--- config.mk ---
export PLATFORM = sky130hd
export DESIGN_NAME = lsu_ctrl_flat
export DESIGN_NICKNAME = d
export VERILOG_FILES = /design/src/rtl/lsu_pkg.sv /design/src/rtl/lsu_ctrl_if.sv /design/src/rtl/lsu_load_ext.sv /design/src/rtl/lsu_ctrl.sv /design/src/flat_wrapper.sv
export SDC_FILE = /design/constraint.sdc
export NUM_CORES = 1
export LEC_CHECK = 0
export ABC_AREA = 1
export CAP_MARGIN = 20
export CORE_AREA = 2 2 189 191
export DETAILED_ROUTE_END_ITERATION = 10
export DIE_AREA = 0 0 191 193
export PLACE_DENSITY = 0.7
export SYNTH_ARGS = -nofsm -noshare
export SYNTH_HDL_FRONTEND = slang
export SYNTH_SLANG_ARGS = --single-unit
--- constraint.sdc ---
create_clock -name clock -period 1.8 [get_ports clock]
set_input_delay 0.36 -clock clock [delete_from_list [all_inputs] [get_ports clock]]
set_output_delay 0.36 -clock clock [all_outputs]
set_load 0.01 [all_outputs]
--- src/rtl/lsu_pkg.sv ---
// Shared types and helpers for the lsu_ctrl memory-access stage.
package lsu_pkg;

  typedef enum logic [1:0] {SZ_B = 2'd0, SZ_H = 2'd1, SZ_W = 2'd2, SZ_D = 2'd3} size_e;
  typedef enum logic [1:0] {IDLE = 2'd0, ACCESS = 2'd1, RESP = 2'd2} state_e;

  localparam logic [7:0] MASK_B = 8'h01;
  localparam logic [7:0] MASK_H = 8'h03;
  localparam logic [7:0] MASK_W = 8'h0F;
  localparam logic [7:0] MASK_D = 8'hFF;

  function automatic logic [7:0] size_mask(size_e sz);
    case (sz)
      SZ_B:    return MASK_B;
      SZ_H:    return MASK_H;
      SZ_W:    return MASK_W;
      default: return MASK_D;
    endcase
  endfunction

  // Low address bits that must be zero for a naturally aligned access.
  function automatic logic [2:0] align_mask(size_e sz);
    case (sz)
      SZ_B:    return 3'b000;
      SZ_H:    return 3'b001;
      SZ_W:    return 3'b011;
      default: return 3'b111;
    endcase
  endfunction

endpackage

--- src/rtl/lsu_ctrl_if.sv ---
// EXU request, Lsu memory and WBU response signals of lsu_ctrl.
interface lsu_ctrl_if;
  logic        in_valid;
  logic        in_ready;
  logic        in_ren;
  logic        in_wen;
  logic [63:0] in_addr;
  logic [63:0] in_wdata;
  logic [1:0]  in_size;
  logic        in_signed;
  logic [4:0]  in_rd;
  logic [63:0] mem_raddr;
  logic [63:0] mem_rdata;
  logic        mem_wvalid;
  logic [63:0] mem_waddr;
  logic [63:0] mem_wdata;
  logic [7:0]  mem_wmask;
  logic        out_valid;
  logic        out_ready;
  logic [63:0] out_rdata;
  logic [4:0]  out_rd;
  logic        out_rf_wen;
  logic        out_misalign;

  modport slave (
    input  in_valid, in_ren, in_wen, in_addr, in_wdata, in_size, in_signed, in_rd,
           mem_rdata, out_ready,
    output in_ready, mem_raddr, mem_wvalid, mem_waddr, mem_wdata, mem_wmask,
           out_valid, out_rdata, out_rd, out_rf_wen, out_misalign
  );

  modport master (
    output in_valid, in_ren, in_wen, in_addr, in_wdata, in_size, in_signed, in_rd,
           mem_rdata, out_ready,
    input  in_ready, mem_raddr, mem_wvalid, mem_waddr, mem_wdata, mem_wmask,
           out_valid, out_rdata, out_rd, out_rf_wen, out_misalign
  );
endinterface

--- src/rtl/lsu_load_ext.sv ---
// Sign/zero extension of right-aligned load data by access size.
module lsu_load_ext
  import lsu_pkg::*;
(
  input  logic [63:0] rdata_i,
  input  size_e       size_i,
  input  logic        signed_i,
  output logic [63:0] result_o
);

  always_comb begin
    result_o = rdata_i;
    case (size_i)
      SZ_B:    result_o = {{56{signed_i & rdata_i[7]}},  rdata_i[7:0]};
      SZ_H:    result_o = {{48{signed_i & rdata_i[15]}}, rdata_i[15:0]};
      SZ_W:    result_o = {{32{signed_i & rdata_i[31]}}, rdata_i[31:0]};
      default: result_o = rdata_i;
    endcase
  end

endmodule

--- src/rtl/lsu_ctrl.sv ---
// Load/store control stage in front of the Lsu. Build option LSU_CTRL_MISALIGN_CHK_EN.
// States: IDLE accept request | ACCESS wait MEM_LAT cycles on memory | RESP hold result for WBU.
module lsu_ctrl
  import lsu_pkg::*;
#(
  parameter int unsigned MEM_LAT = 1
) (
  input logic        clock,
  input logic        reset,
  lsu_ctrl_if.slave  bus
);

  localparam logic [3:0] CNT_INIT = 4'(MEM_LAT - 1);

  state_e      state_q, state_d;
  logic [3:0]  cnt_q, cnt_d;
  logic        ren_q, ren_d;
  logic        wen_q, wen_d;
  logic [63:0] addr_q, addr_d;
  logic [63:0] wdata_q, wdata_d;
  size_e       size_q, size_d;
  logic        signed_q, signed_d;
  logic [4:0]  rd_q, rd_d;
  logic [63:0] rdata_q, rdata_d;
  logic        rf_wen_q, rf_wen_d;
  logic        misalign_q, misalign_d;
  logic        misalign_in;
  logic [63:0] ext_rdata;

`ifdef LSU_CTRL_MISALIGN_CHK_EN
  assign misalign_in = (bus.in_ren | bus.in_wen) &&
                       ((bus.in_addr[2:0] & align_mask(size_e'(bus.in_size))) != 3'b000);
`else
  assign misalign_in = 1'b0;
`endif

  lsu_load_ext u_load_ext (
    .rdata_i  (bus.mem_rdata),
    .size_i   (size_q),
    .signed_i (signed_q),
    .result_o (ext_rdata)
  );

  always_comb begin
    state_d    = state_q;
    cnt_d      = cnt_q;
    ren_d      = ren_q;
    wen_d      = wen_q;
    addr_d     = addr_q;
    wdata_d    = wdata_q;
    size_d     = size_q;
    signed_d   = signed_q;
    rd_d       = rd_q;
    rdata_d    = rdata_q;
    rf_wen_d   = rf_wen_q;
    misalign_d = misalign_q;
    case (state_q)
      IDLE: begin
        if (bus.in_valid) begin
          ren_d      = bus.in_ren;
          wen_d      = bus.in_wen;
          addr_d     = bus.in_addr;
          wdata_d    = bus.in_wdata;
          size_d     = size_e'(bus.in_size);
          signed_d   = bus.in_signed;
          rd_d       = bus.in_rd;
          rdata_d    = '0;
          rf_wen_d   = 1'b0;
          misalign_d = misalign_in;
          cnt_d      = CNT_INIT;
          if (misalign_in || !(bus.in_ren || bus.in_wen)) state_d = RESP;
          else                                            state_d = ACCESS;
        end
      end
      ACCESS: begin
        if (cnt_q == 4'd0) begin
          state_d = RESP;
          if (ren_q) begin
            rdata_d  = ext_rdata;
            rf_wen_d = 1'b1;
          end
        end else begin
          cnt_d = cnt_q - 4'd1;
        end
      end
      RESP: begin
        if (bus.out_ready) state_d = IDLE;
      end
      default: state_d = IDLE;
    endcase
  end

  always_ff @(posedge clock) begin
    if (reset) begin
      state_q    <= IDLE;
      cnt_q      <= '0;
      ren_q      <= 1'b0;
      wen_q      <= 1'b0;
      addr_q     <= '0;
      wdata_q    <= '0;
      size_q     <= SZ_B;
      signed_q   <= 1'b0;
      rd_q       <= '0;
      rdata_q    <= '0;
      rf_wen_q   <= 1'b0;
      misalign_q <= 1'b0;
    end else begin
      state_q    <= state_d;
      cnt_q      <= cnt_d;
      ren_q      <= ren_d;
      wen_q      <= wen_d;
      addr_q     <= addr_d;
      wdata_q    <= wdata_d;
      size_q     <= size_d;
      signed_q   <= signed_d;
      rd_q       <= rd_d;
      rdata_q    <= rdata_d;
      rf_wen_q   <= rf_wen_d;
      misalign_q <= misalign_d;
    end
  end

  // Reset gates the strobes combinationally so an abandoned access never fires.
  assign bus.in_ready     = (state_q == IDLE) && !reset;
  assign bus.out_valid    = (state_q == RESP) && !reset;
  assign bus.mem_wvalid   = (state_q == ACCESS) && (cnt_q == 4'd0) && wen_q && !reset;
  assign bus.mem_raddr    = addr_q;
  assign bus.mem_waddr    = addr_q;
  assign bus.mem_wdata    = wdata_q << {addr_q[2:0], 3'b000};
  assign bus.mem_wmask    = size_mask(size_q);
  assign bus.out_rdata    = rdata_q;
  assign bus.out_rd       = rd_q;
  assign bus.out_rf_wen   = rf_wen_q;
  assign bus.out_misalign = misalign_q;

endmodule
--- src/flat_wrapper.sv ---
// flat-port wrapper written by rule: the top's interface ports become plain ports
module lsu_ctrl_flat import lsu_pkg::*;
#(
  parameter int unsigned MEM_LAT = 1
)
  (clock, reset, bus_in_valid, bus_in_ren, bus_in_wen, bus_in_addr, bus_in_wdata, bus_in_size, bus_in_signed, bus_in_rd, bus_mem_rdata, bus_out_ready, bus_in_ready, bus_mem_raddr, bus_mem_wvalid, bus_mem_waddr, bus_mem_wdata, bus_mem_wmask, bus_out_valid, bus_out_rdata, bus_out_rd, bus_out_rf_wen, bus_out_misalign);
  lsu_ctrl_if bus_i ();
  input logic clock;
  input logic reset;
  input wire logic [$bits(bus_i.in_valid)-1:0] bus_in_valid;
  input wire logic [$bits(bus_i.in_ren)-1:0] bus_in_ren;
  input wire logic [$bits(bus_i.in_wen)-1:0] bus_in_wen;
  input wire logic [$bits(bus_i.in_addr)-1:0] bus_in_addr;
  input wire logic [$bits(bus_i.in_wdata)-1:0] bus_in_wdata;
  input wire logic [$bits(bus_i.in_size)-1:0] bus_in_size;
  input wire logic [$bits(bus_i.in_signed)-1:0] bus_in_signed;
  input wire logic [$bits(bus_i.in_rd)-1:0] bus_in_rd;
  input wire logic [$bits(bus_i.mem_rdata)-1:0] bus_mem_rdata;
  input wire logic [$bits(bus_i.out_ready)-1:0] bus_out_ready;
  output wire logic [$bits(bus_i.in_ready)-1:0] bus_in_ready;
  output wire logic [$bits(bus_i.mem_raddr)-1:0] bus_mem_raddr;
  output wire logic [$bits(bus_i.mem_wvalid)-1:0] bus_mem_wvalid;
  output wire logic [$bits(bus_i.mem_waddr)-1:0] bus_mem_waddr;
  output wire logic [$bits(bus_i.mem_wdata)-1:0] bus_mem_wdata;
  output wire logic [$bits(bus_i.mem_wmask)-1:0] bus_mem_wmask;
  output wire logic [$bits(bus_i.out_valid)-1:0] bus_out_valid;
  output wire logic [$bits(bus_i.out_rdata)-1:0] bus_out_rdata;
  output wire logic [$bits(bus_i.out_rd)-1:0] bus_out_rd;
  output wire logic [$bits(bus_i.out_rf_wen)-1:0] bus_out_rf_wen;
  output wire logic [$bits(bus_i.out_misalign)-1:0] bus_out_misalign;
  assign bus_i.in_valid = bus_in_valid;
  assign bus_i.in_ren = bus_in_ren;
  assign bus_i.in_wen = bus_in_wen;
  assign bus_i.in_addr = bus_in_addr;
  assign bus_i.in_wdata = bus_in_wdata;
  assign bus_i.in_size = bus_in_size;
  assign bus_i.in_signed = bus_in_signed;
  assign bus_i.in_rd = bus_in_rd;
  assign bus_i.mem_rdata = bus_mem_rdata;
  assign bus_i.out_ready = bus_out_ready;
  assign bus_in_ready = bus_i.in_ready;
  assign bus_mem_raddr = bus_i.mem_raddr;
  assign bus_mem_wvalid = bus_i.mem_wvalid;
  assign bus_mem_waddr = bus_i.mem_waddr;
  assign bus_mem_wdata = bus_i.mem_wdata;
  assign bus_mem_wmask = bus_i.mem_wmask;
  assign bus_out_valid = bus_i.out_valid;
  assign bus_out_rdata = bus_i.out_rdata;
  assign bus_out_rd = bus_i.out_rd;
  assign bus_out_rf_wen = bus_i.out_rf_wen;
  assign bus_out_misalign = bus_i.out_misalign;
  lsu_ctrl #(.MEM_LAT(MEM_LAT)) u_core (.clock(clock), .reset(reset), .bus(bus_i));
endmodule
==> PnR_summary.wiki, run 1 <==
{| class="wikitable"
! Metric !! Value
|-
| Areal power density over the cells || 1060 mW/mm^2
|-
| Synth Warn # || 0
|-
| IO Pins || 480
|-
| Setup repair after global routing missed its margin || yes
|-
| Total vias in the final route || 11500
|-
| Number of antenna-violating nets in the routed design || 0
|-
| Cell with the most instances after synthesis || sky130_fd_sc_hd__nor2_1
|-
| Count of final setup violators || 65
|-
| Worst path required time || 1.44 ns
|-
| Vias in the first global route || 10700
|-
| Slowest cell on crit path || sky130_fd_sc_hd__dfxtp_4
|-
| Full die area || 0.0369 mm^2
|-
| Largest stage delay on the critical path || 0.44 ns
|-
| EDFF count, synth || 0
|-
| Core area || 0.0350 mm^2
|-
| CTS max path bufs || 3
|-
| Sequential cell fraction of total power || 32.7%
|-
| Routability congestion estimate || 0.842
|-
| Maximum Capacitance Violations || 0
|-
| Global-route wire length before repair || 60.1 mm
|-
| Fin nets || 2131
|-
| Number of buffers created by CTS || 25
|-
| Post-route clock skew || 0.0172 ns
|-
| Vertical die dimension || 193 um
|-
| Crit path cell chain || buf_12, or2_4, o21ai_4, o21a_1, nor2_1, buf_2
|-
| Share of post-route cells with drive strength above 1 || 21.1%
|-
| Clock latency at the later pin of the worst-skew pair || 0.53 ns
|-
| Internal power summed over all cells || 11.4 mW
|-
| Leading cell types by total area after synthesis || sky130_fd_sc_hd__dfxtp_1, sky130_fd_sc_hd__nor2_1, sky130_fd_sc_hd__o21ai_0, sky130_fd_sc_hd__nand2_1, sky130_fd_sc_hd__buf_4
|-
| First-pass DRT Iterations || 5
|-
| Initial core utilization || 29.0%
|-
| Portion of the clock cycle consumed by the worst path in the final layout || 124%
|-
| Post-synth cell types || 28
|-
| Final Critical Period || 2.23 ns
|-
| P&R area growth vs syn || 64.4%
|-
| Clk root buf || sky130_fd_sc_hd__clkbuf_16
|-
| DRC violations left || 0
|-
| Hold Crit Depth || 3
|-
| Logic depth of the worst path, buffers included || 6
|-
| Final-report hold violation count || 0
|-
| Detailed-route wire length || 41.3 mm
|-
| Antenna violations before repair || 2
|-
| Crit end category || primary output
|-
| Worst setup path class || flop to primary output
|-
| Global-route total usage across every layer || 20.6%
|-
| Pin count of the biggest net entering global routing || 124
|-
| Half-perimeter wire length after placement || 29.3 mm
|-
| Sequential share of the synthesized area || 41.2%
|-
| Final-report max-slew violation count || 0
|-
| Cell type with the largest total area after synthesis || sky130_fd_sc_hd__dfxtp_1
|-
| Critical path startpoint category || flop
|-
| Mapped cell area || 0.0101 mm^2
|-
| Sw Ratio || 36.0%
|-
| Average vias per placed instance || 4.79
|-
| Slew HR || 61.8%
|-
| Final global-route overflow total || 0
|-
| Violations in the final reports || setup timing
|-
| Most instantiated cells after synthesis || sky130_fd_sc_hd__nor2_1, sky130_fd_sc_hd__nand2_1, sky130_fd_sc_hd__o21ai_0, sky130_fd_sc_hd__dfxtp_1, sky130_fd_sc_hd__nand3_1
|-
| CP Max Fanout || 28
|-
| Buf/Inv on CP || 2
|-
| Fin worst setup slack || -0.429 ns
|-
| Die extent in x || 191 um
|-
| Area fraction of the dominant cell type after synthesis || 41.2%
|-
| Relative contribution of the clock network to total power || 26.9%
|-
| Number of H-tree branching levels || 1
|-
| Cell row count || 69
|-
| Lkg Pwr || 8.10 nW
|-
| Delay-heaviest family, CP || flip-flops
|-
| Post-synthesis async set-or-reset flop share || 0%
|-
| Hold Crit Class || input port to flop
|-
| Clock input transition at the sequential cells of the worst setup and hold paths || 0.06 ns
|-
| Slew @ Worst Pin || 0.573 ns
|-
| Clock sink count || 209
|-
| Layout fillers || 3436
|-
| #FFs+latches synth || 209
|-
| Logic pwr share || 40.4%
|-
| Net switching power of the design || 6.40 mW
|-
| Synth Net Count || 1682
|-
| Arrival @ worst endpoint || 1.87 ns
|-
| Run status || finished with violations
|-
| First DRT Iteration DRCs || 742
|-
| Setup TNS || -22.32 ns
|-
| Average routed wire per standard cell || 17.2 um
|-
| Worst supply voltage drop on vdd || 0.606 mV
|-
| Pwr Total || 17.8 mW
|-
| Average footprint of a synthesized cell || 6.88 um^2
|-
| Count of buffers from port buffering || 477
|-
| Clock tree from TritonCTS || built
|-
| Peak Freq || 0.449 GHz
|-
| R2r worst-path depth || 8
|-
| Dominant register cell in the synthesized netlist || sky130_fd_sc_hd__dfxtp_1
|-
| Number of standard cells after synthesis || 1475
|}
[sequential cells by signal (all words and copies together) (netlist names)]
name and flops:
u_core.bus.mem_raddr 64, u_core.bus.out_rd 5, u_core.bus.out_rdata 64, u_core.state_q 2
u_core.wdata_q 64, u_core.cnt_q 4, u_core.bus.out_rf_wen 1, u_core.wen_q 1
u_core.ren_q 1, u_core.signed_q 1, u_core.size_q 2
[worst reg2reg max path: stages (launching register included)]
cell	delay (ns)
sky130_fd_sc_hd__dfxtp_2	0.36
sky130_fd_sc_hd__inv_2	0.06
sky130_fd_sc_hd__ha_4	0.17
sky130_fd_sc_hd__nand3_4	0.10
sky130_fd_sc_hd__nand2_1	0.14
sky130_fd_sc_hd__nand2_2	0.19
sky130_fd_sc_hd__buf_12	0.22
sky130_fd_sc_hd__nand2_1	0.09
sky130_fd_sc_hd__a21oi_1	0.17
[layout make-up]
cell class              instances  area, um^2  share of cell area [%]
repair buffers                604        5780                    34.7
multi-input cells            1046        5160                    30.9
flip-flops and latches        209        4220                    25.3
clock buffers                  34         709                    4.25
well taps                     461         577                    3.46
inverters                      38         168                    1.01
clock inverters                 8        55.1                   0.330
diodes                          3        7.51                  0.0450
[path summary, 6_finish.rpt]
kind                              end  slack (ns)                      from
max                 bus_mem_wdata[22]       -0.43   u_core.bus.mem_raddr[0]
min                 u_core.state_q[1]        0.30                     reset
max reg2reg   u_core.bus.out_rdata[1]        0.22           u_core.cnt_q[0]
min reg2reg  u_core.bus.out_rdata[37]        0.46  u_core.bus.out_rdata[37]
[per-stage QoR]
step                      utilization (%)  worst slack [ns]  cell area [um^2]  std cells  hold slack, ns
after floorplan                         -            0.0595             10100       1475           0.426
after global placement               43.9            -0.320             15300       2332           0.446
after detailed placement             43.9            -0.347             15300       2332           0.454
after CTS                            46.7            -0.431             16300       2386           0.277
after global routing                 47.7            -0.504             16700       2401           0.302
final                                47.7            -0.429             16700       2403           0.295
[cell usage in the layout (no fill, tap or decap), types with 8 or more instances in the layout]
master and n:
sky130_fd_sc_hd__a21oi_1 75, sky130_fd_sc_hd__buf_12 21, sky130_fd_sc_hd__buf_2 65, sky130_fd_sc_hd__buf_4 87, sky130_fd_sc_hd__buf_6 10, sky130_fd_sc_hd__clkbuf_16 28, sky130_fd_sc_hd__clkdlybuf4s50_1 206, sky130_fd_sc_hd__dfxtp_1 194
sky130_fd_sc_hd__dfxtp_2 8, sky130_fd_sc_hd__dlygate4sd2_1 159, sky130_fd_sc_hd__dlymetal6s2s_1 36, sky130_fd_sc_hd__inv_1 28, sky130_fd_sc_hd__nand2_1 234, sky130_fd_sc_hd__nand2_2 17, sky130_fd_sc_hd__nand3_1 87, sky130_fd_sc_hd__nand3_2 11
sky130_fd_sc_hd__nor2_1 298, sky130_fd_sc_hd__o21ai_0 154, sky130_fd_sc_hd__o21ai_1 36, sky130_fd_sc_hd__o21ai_2 28, sky130_fd_sc_hd__o21ai_4 12, sky130_fd_sc_hd__or2_2 34, sky130_fd_sc_hd__or2_4 29
[cells by family (layout without fill, tap and decap cells)]
group	count (synthesis)	in the layout	synth area share, %
other	2	5	0.0740
and+or+nand+nor	730	730	30.2
buffers and inverters	220	684	12.7
DFF	209	209	41.2
AOI/OAI and AO/OA	313	313	15.6
adders and majority gates	1	1	0.123
[routing by layer]
metal | vias up | global-route usage (%) | wire (um)
met4 | 0 | 6.47 | 1080
met2 | 511 | 35.4 | 20400
li1 | 5594 | - | -
met3 | 73 | 3.57 | 2880
met1 | 5331 | 26.3 | 17000
met5 | - | 0 | 0
[power by group through the flow]
stage / clock network [mW] / logic [mW] / registers (mW)
floorplan: 0 / 3.52 / 5.77
global placement: 0 / 6.83 / 5.80
finish: 4.77 / 7.18 / 5.80
global route: 5.09 / 7.80 / 5.86
detailed placement: 0 / 6.90 / 5.81
CTS: 4.88 / 6.90 / 5.78
[timing repair]
| item | 4_1_cts | 5_1_grt |
|---|---|---|
| setup endpoints to repair | 237 | 111 |
| buffers inserted | 5 | 12 |
| hold buffers | 0 | 0 |
| pin swaps | 12 | 13 |
| gates cloned | 7 | 3 |
| gates resized for setup | 647 | 87 |
No activity file was read; power rests on OpenSTA's default activity.
==> run 2: changes to the inputs <==
--- a/config.mk
+++ b/config.mk
@@ -11,6 +11,8 @@
 export DETAILED_ROUTE_END_ITERATION = 10
 export DIE_AREA = 0 0 191 193
 export PLACE_DENSITY = 0.7
+export REMOVE_ABC_BUFFERS = 1
+export SLEW_MARGIN = 10
 export SYNTH_ARGS = -nofsm -noshare
 export SYNTH_HDL_FRONTEND = slang
 export SYNTH_SLANG_ARGS = --single-unit
==> PnR_summary.wiki, run 2 (synthesized netlist as in run 1, its figures left out) <==
{| class="wikitable"
! Metric !! Value
|-
| Violations in the final reports || setup timing
|-
| Final-report max-slew violation count || 0 (unchanged)
|-
| Clock input transition at the sequential cells of the worst setup and hold paths || 0.06 ns (about the same)
|-
| Worst supply voltage drop on vdd || 0.811 mV (+34%)
|-
| Maximum Capacitance Violations || 0 (unchanged)
|-
| Count of buffers from port buffering || 477 (unchanged)
|-
| CTS max path bufs || 3 (unchanged)
|-
| Areal power density over the cells || 1060 mW/mm^2 (-0.58%)
|-
| Core area || 0.0350 mm^2 (unchanged)
|-
| P&R area growth vs syn || 64.1%
|-
| Half-perimeter wire length after placement || 26.5 mm (-9.6%)
|-
| GR met1 Demand/Resource || 23.5% (-2.8 points)
|-
| Final Critical Period || 2.25 ns (+0.0254 ns)
|-
| Full die area || 0.0369 mm^2 (unchanged)
|-
| Lkg Pwr || 7.97 nW (-1.6%)
|-
| Peak Freq || 0.444 GHz (-1.1%)
|-
| Most common cell after layout, fill and taps aside || sky130_fd_sc_hd__nor2_1
|-
| Global-route wire length before repair || 58.2 mm (-3.2%)
|-
| Crit end category || primary output
|-
| Average vias per placed instance || 4.75 (-0.77%)
|-
| Vertical die dimension || 193 um (unchanged)
|-
| Global-route total usage across every layer || 19.6% (-0.99 points)
|-
| IO Pins || 480 (unchanged)
|-
| Clock latency at the later pin of the worst-skew pair || 0.52 ns (about the same)
|-
| Most used cell, CP || sky130_fd_sc_hd__buf_12
|-
| Worst Hold Slack || 0.133 ns (-0.162 ns)
|-
| Portion of the clock cycle consumed by the worst path in the final layout || 125% (+1.4 points)
|-
| Fin nets || 2111 (-0.94%)
|-
| Hold Crit Depth || 2 (-1)
|-
| Most used cells in the layout excluding fill and tap cells || sky130_fd_sc_hd__nor2_1, sky130_fd_sc_hd__clkdlybuf4s50_1, sky130_fd_sc_hd__nand2_1
|-
| Slew HR || 52.6% (-9.2 points)
|-
| Vias in the first global route || 10900 (+1.5%)
|-
| Average routed wire per standard cell || 16.2 um (-5.7%)
|-
| Worst slack, placed || -0.293 ns (+0.0538 ns)
|-
| Worst path required time || 1.44 ns (about the same)
|-
| Clk root buf || sky130_fd_sc_hd__clkbuf_16
|-
| Crit path cell chain || buf_12, buf_12, buf_16, buf_4, nand2_1, nand3_2, nand3_1, o21ai_1, buf_2
|-
| Detailed-route wire length || 38.6 mm (-6.5%)
|-
| Clock tree from TritonCTS || built
|-
| Cell row count || 69 (unchanged)
|-
| Total vias in the final route || 11300 (-1.6%)
|-
| Clock sink count || 209 (unchanged)
|-
| Pin count of the biggest net entering global routing || 142 (+15%)
|-
| Die extent in x || 191 um (unchanged)
|-
| First-pass DRT Iterations || 7 (+2)
|-
| Slew @ Worst Pin || 0.712 ns (+0.138 ns)
|-
| Initial core utilization || 29.0% (unchanged)
|-
| Count of final setup violators || 64 (-1.5%)
|-
| Number of hold buffers added after cts || 0 (unchanged)
|-
| Final global-route overflow total || 0 (unchanged)
|-
| Number of H-tree branching levels || 1 (unchanged)
|-
| Worst setup path class || flop to primary output
|-
| Run status || finished with violations
|-
| GR Layer Usage met3 || 3.49% (-0.072 points)
|-
| DRC violations left || 0 (unchanged)
|-
| Fin worst setup slack || -0.454 ns (-0.0254 ns)
|-
| Setup repair after global routing missed its margin || yes
|-
| Number of antenna-violating nets in the routed design || 0 (unchanged)
|-
| Number of buffers created by CTS || 25 (unchanged)
|-
| CP Max Fanout || 7 (-75%)
|-
| Arrival @ worst endpoint || 1.89 ns (+0.02 ns)
|-
| Antenna violations before repair || 2 (unchanged)
|-
| Share of post-route cells with drive strength above 1 || 20.5% (-0.57 points)
|-
| Hold Crit Class || input port to flop
|-
| Fraction of met2 tracks used by global routing || 34.7% (-0.68 points)
|-
| R2r worst-path depth || 9 (+1)
|-
| Routability congestion estimate || 0.912 (+8.3%)
|-
| Post-route clock skew || 0.00849 ns (-0.00869 ns)
|-
| Slowest cell on crit path || sky130_fd_sc_hd__dfxtp_4
|-
| First DRT Iteration DRCs || 605 (-18%)
|-
| Busiest layer in global routing || met2
|-
| Final-report hold violation count || 0 (unchanged)
|-
| Critical path startpoint category || flop
|-
| Largest stage delay on the critical path || 0.40 ns (-0.04 ns)
|}
## run 2: report_power, final
group	switching [mW]	internal [mW]
Combinational	3.68	3.38
Clock	1.93	2.89
Sequential	0.531	5.22
Total	6.14	11.5
## run 2: final timing paths
kind / from / to / slack, ns
worst max-delay path: u_core.bus.mem_raddr[0] / bus_mem_wdata[48] / -0.45
worst min-delay path: reset / u_core.state_q[1] / 0.13
worst max register to register: u_core.cnt_q[1] / u_core.bus.out_rdata[3] / 0.22
worst min register to register: u_core.cnt_q[0] / u_core.cnt_q[0] / 0.46
## run 2: stage by stage
step,total power [mW],cells,area [um^2],util [%],setup TNS [ns]
finish,17.6,2383,16700,47.6,-22.14
floorplan,8.60,1293,9010,-,-312.80
global route,18.6,2382,16700,47.6,-27.61
detailed placement,12.5,2311,15200,43.6,-13.14
CTS,17.6,2378,16500,47.1,-23.74
global placement,12.4,2311,15200,43.6,-10.88
## run 2: what timing repair did
item	CTS	global route
gates cloned	12	0
gates resized for setup	616	68
pin swaps	23	13
buffers inserted	12	3
endpoints found under the hold margin	0	0
setup endpoints to repair	213	109
## run 2: final cells by class
class / count / area (um^2)
inverters: 38 / 160
clock inverters: 7 / 67.6
clock buffers: 36 / 717
well taps: 461 / 577
flip-flops and latches: 209 / 4220
diodes: 2 / 5.00
multi-input cells: 1046 / 5120
repair buffers: 584 / 5790
fillers: 3405 / 18300
## run 2: routing by layer
layer | up-vias | share of wire (%)
met5 | - | 0.034
li1 | 5558 | -
met3 | 97 | 6.9
met1 | 5218 | 39
met4 | 2 | 3.8
met2 | 450 | 50
## run 2: critical path, delay by kind of cell, from the launching register on
family,cells,cell delay [ns]
compound gates,1,0.07
buf+inv,5,0.67
flops,1,0.40
simple gates,3,0.24
==> run 3: changes to the inputs <==
==> constraint.sdc (replaced) <==
create_clock -name clock -period 2.5 [get_ports clock]
set_input_delay 0.5 -clock clock [delete_from_list [all_inputs] [get_ports clock]]
set_output_delay 0.5 -clock clock [all_outputs]
set_load 0.01 [all_outputs]
==> PnR_summary.wiki, run 3 (synthesized netlist as in run 1, its figures left out) <==
{| class="wikitable"
! Metric !! Value
|-
| Run status || finished clean
|-
| Sw Ratio || 34.5% (-0.30 points)
|-
| Global-route total usage across every layer || 18.2% (-1.4 points)
|-
| Fin worst setup slack || 0.0643 ns (+0.519 ns)
|-
| Cell area reported after detailed placement || 0.0147 mm^2 (-3.5%)
|-
| CTS max path bufs || 3 (unchanged)
|-
| Number of antenna-violating nets in the routed design || 0 (unchanged)
|-
| Slowest cell on crit path || sky130_fd_sc_hd__dfxtp_4
|-
| Pin count of the biggest net entering global routing || 142 (unchanged)
|-
| Count of buffers from port buffering || 477 (unchanged)
|-
| Delay-heaviest family, CP || buffers and inverters
|-
| Most common cell after layout, fill and taps aside || sky130_fd_sc_hd__clkdlybuf4s50_1
|-
| Global-route wire length before repair || 54.2 mm (-6.9%)
|-
| Post-route clock skew || 0.0124 ns (+0.00394 ns)
|-
| Count of final setup violators || 0 (-100%)
|-
| Core area || 0.0350 mm^2 (unchanged)
|-
| Final global-route overflow total || 0 (unchanged)
|-
| Half-perimeter wire length after placement || 25.5 mm (-3.6%)
|-
| Final design instance area without fill || 0.0156 mm^2 (-6.6%)
|-
| Buf/Inv on CP || 2 (-3)
|-
| Final-report hold violation count || 0 (unchanged)
|-
| Slew HR || 52.2% (-0.37 points)
|-
| Maximum Capacitance Violations || 0 (unchanged)
|-
| Antenna violations before repair || 3 (+1)
|-
| Die extent in x || 191 um (unchanged)
|-
| Worst path required time || 2.00 ns (+0.56 ns)
|-
| Average vias per placed instance || 4.72 (-0.71%)
|-
| Worst slack, placed || 0.170 ns (+0.463 ns)
|-
| Setup repair after global routing missed its margin || yes
|-
| Clock input transition at the sequential cells of the worst setup and hold paths || 0.06 ns (about the same)
|-
| Sequential cell fraction of total power || 33.8% (+1.2 points)
|-
| First-pass DRT Iterations || 5 (-2)
|-
| Setup bufs post-CTS || 0 (-12)
|-
| Fin nets || 2034 (-3.6%)
|-
| Clock sink count || 209 (unchanged)
|-
| Areal power density over the cells || 785 mW/mm^2 (-26%)
|-
| Number of placed cells counting well taps || 2257 (-2.3%)
|-
| First DRT Iteration DRCs || 721 (+19%)
|-
| Crit path cell chain || buf_12, or2_2, o21ai_2, o21a_1, nor2_1, dlygate4sd2_1
|-
| Cell row count || 69 (unchanged)
|-
| Crit end category || primary output
|-
| Worst supply voltage drop on vdd || 0.542 mV (-33%)
|-
| Full die area || 0.0369 mm^2 (unchanged)
|-
| Share of post-route cells with drive strength above 1 || 11.5% (-9.0 points)
|-
| Clk root buf || sky130_fd_sc_hd__clkbuf_16
|-
| Clock latency at the later pin of the worst-skew pair || 0.51 ns (about the same)
|-
| Clock tree from TritonCTS || built
|-
| Final Critical Period || 2.44 ns
|-
| Final-report max-slew violation count || 0 (unchanged)
|-
| Arrival @ worst endpoint || 1.94 ns (+0.05 ns)
|-
| Vias in the first global route || 10100 (-7.5%)
|-
| Critical path startpoint category || flop
|-
| Peak Freq || 0.411 GHz
|-
| End-of-flow core utilization || 44.5% (-3.1 points)
|-
| Worst setup path class || flop to primary output
|-
| Logic pwr share || 36.6% (-3.4 points)
|-
| Relative contribution of the clock network to total power || 29.6% (+2.3 points)
|-
| Vertical die dimension || 193 um (unchanged)
|-
| Lkg Pwr || 6.33 nW (-21%)
|-
| Register-to-Register Setup Slack || 0.71 ns (+0.49 ns)
|-
| Final non-filler cell total || 2306 (-3.2%)
|-
| Hold Crit Class || input port to flop
|-
| Initial core utilization || 29.0% (unchanged)
|-
| Most used cells in the layout excluding fill and tap cells || sky130_fd_sc_hd__clkdlybuf4s50_1, sky130_fd_sc_hd__nor2_1, sky130_fd_sc_hd__nand2_1
|-
| Number of H-tree branching levels || 1 (unchanged)
|-
| P&R area growth vs syn || 53.3%
|-
| DRC violations left || 0 (unchanged)
|-
| IO Pins || 480 (unchanged)
|-
| Total vias in the final route || 10900 (-3.9%)
|-
| Portion of the clock cycle consumed by the worst path in the final layout || 97.4%
|-
| CP Max Fanout || 15 (+8)
|-
| Net switching power of the design || 4.22 mW (-31%)
|-
| Number of buffers created by CTS || 25 (unchanged)
|-
| Slew @ Worst Pin || 0.717 ns (+0.00554 ns)
|-
| Internal power summed over all cells || 8.00 mW (-30%)
|-
| Largest stage delay on the critical path || 0.40 ns (about the same)
|-
| Pwr Total || 12.2 mW (-31%)
|-
| Routability congestion estimate || 0.889 (-2.5%)
|-
| Detailed-route wire length || 36.6 mm (-5.4%)
|-
| Average routed wire per standard cell || 15.9 um (-2.2%)
|-
| Number of hold buffers added after cts || 0 (unchanged)
|}
[run 3: changes by cell type in the layout (fill, tap and decap cells not counted), moves of 11 or more]
cell                              previous run  this run
sky130_fd_sc_hd__or2_2                      42        63
sky130_fd_sc_hd__nand2_2                    17         2
sky130_fd_sc_hd__buf_12                     27        12
sky130_fd_sc_hd__buf_4                      60        13
sky130_fd_sc_hd__nand2_1                   229       250
sky130_fd_sc_hd__clkdlybuf4s50_1           233       411
sky130_fd_sc_hd__dlymetal6s2s_1             35         4
sky130_fd_sc_hd__nand3_1                    87        98
sky130_fd_sc_hd__dlygate4sd2_1             132        16
sky130_fd_sc_hd__buf_2                      66        29
sky130_fd_sc_hd__dfxtp_1                   194       207
sky130_fd_sc_hd__o21ai_0                   162       179
sky130_fd_sc_hd__or2_4                      21         0
[run 3: per-stage QoR]
stage                     hold slack (ns)  setup TNS (ns)
after global placement              0.443               0
after floorplan                     0.426         -133.20
after detailed placement            0.451               0
after CTS                           0.243          -0.168
final                               0.274               0
after global routing                0.263         -0.0951
[run 3: path summary, 6_finish.rpt]
| check | from | end | cells after the start |
|---|---|---|---|
| hold / removal | reset | u_core.cnt_q[1] | 2 |
| hold reg to reg | u_core.cnt_q[0] | u_core.cnt_q[0] | 1 |
| setup / recovery | u_core.bus.mem_raddr[0] | bus_mem_wdata[18] | 6 |
| setup reg to reg | u_core.size_q[1] | u_core.bus.out_rdata[37] | 7 |
[run 3: cell type report]
| type | instances | area (um^2) |
|---|---|---|
| antenna | 3 | 7.51 |
| inverter | 38 | 160 |
| multi-input combinational | 1046 | 4780 |
| clock inverter | 9 | 111 |
| tap | 461 | 577 |
| sequential | 209 | 4190 |
| timing repair buffer | 507 | 5030 |
| fill | 3485 | 19400 |
| clock buffer | 33 | 696 |
[run 3: power by group through the flow]
stage / Sequential, mW / Combinational, mW / Clock, mW
2_1_floorplan: 4.32 / 1.88 / 0
3_3_place_gp: 4.15 / 4.51 / 0
3_5_place_dp: 4.16 / 4.57 / 0
4_1_cts: 4.11 / 4.48 / 3.73
5_1_grt: 4.18 / 4.90 / 3.87
6_report: 4.12 / 4.48 / 3.62
[run 3: routing by layer]
metal | share of wire (%) | global-route usage (%) | vias up
met3 | 7.5 | 4.22 | 71
met4 | 3.0 | 6.14 | 2
li1 | - | - | 5387
met1 | 40 | 22.4 | 5011
met5 | 0.036 | 0 | -
met2 | 49 | 31.3 | 410
[run 3: timing repair]
item                                    in CTS  in global routing
resized for setup                          196                 59
pin swaps                                    1                  6
gates cloned                                 3                  1
endpoints found under the setup margin      62                 50
hold endpoints to repair                     0                  0
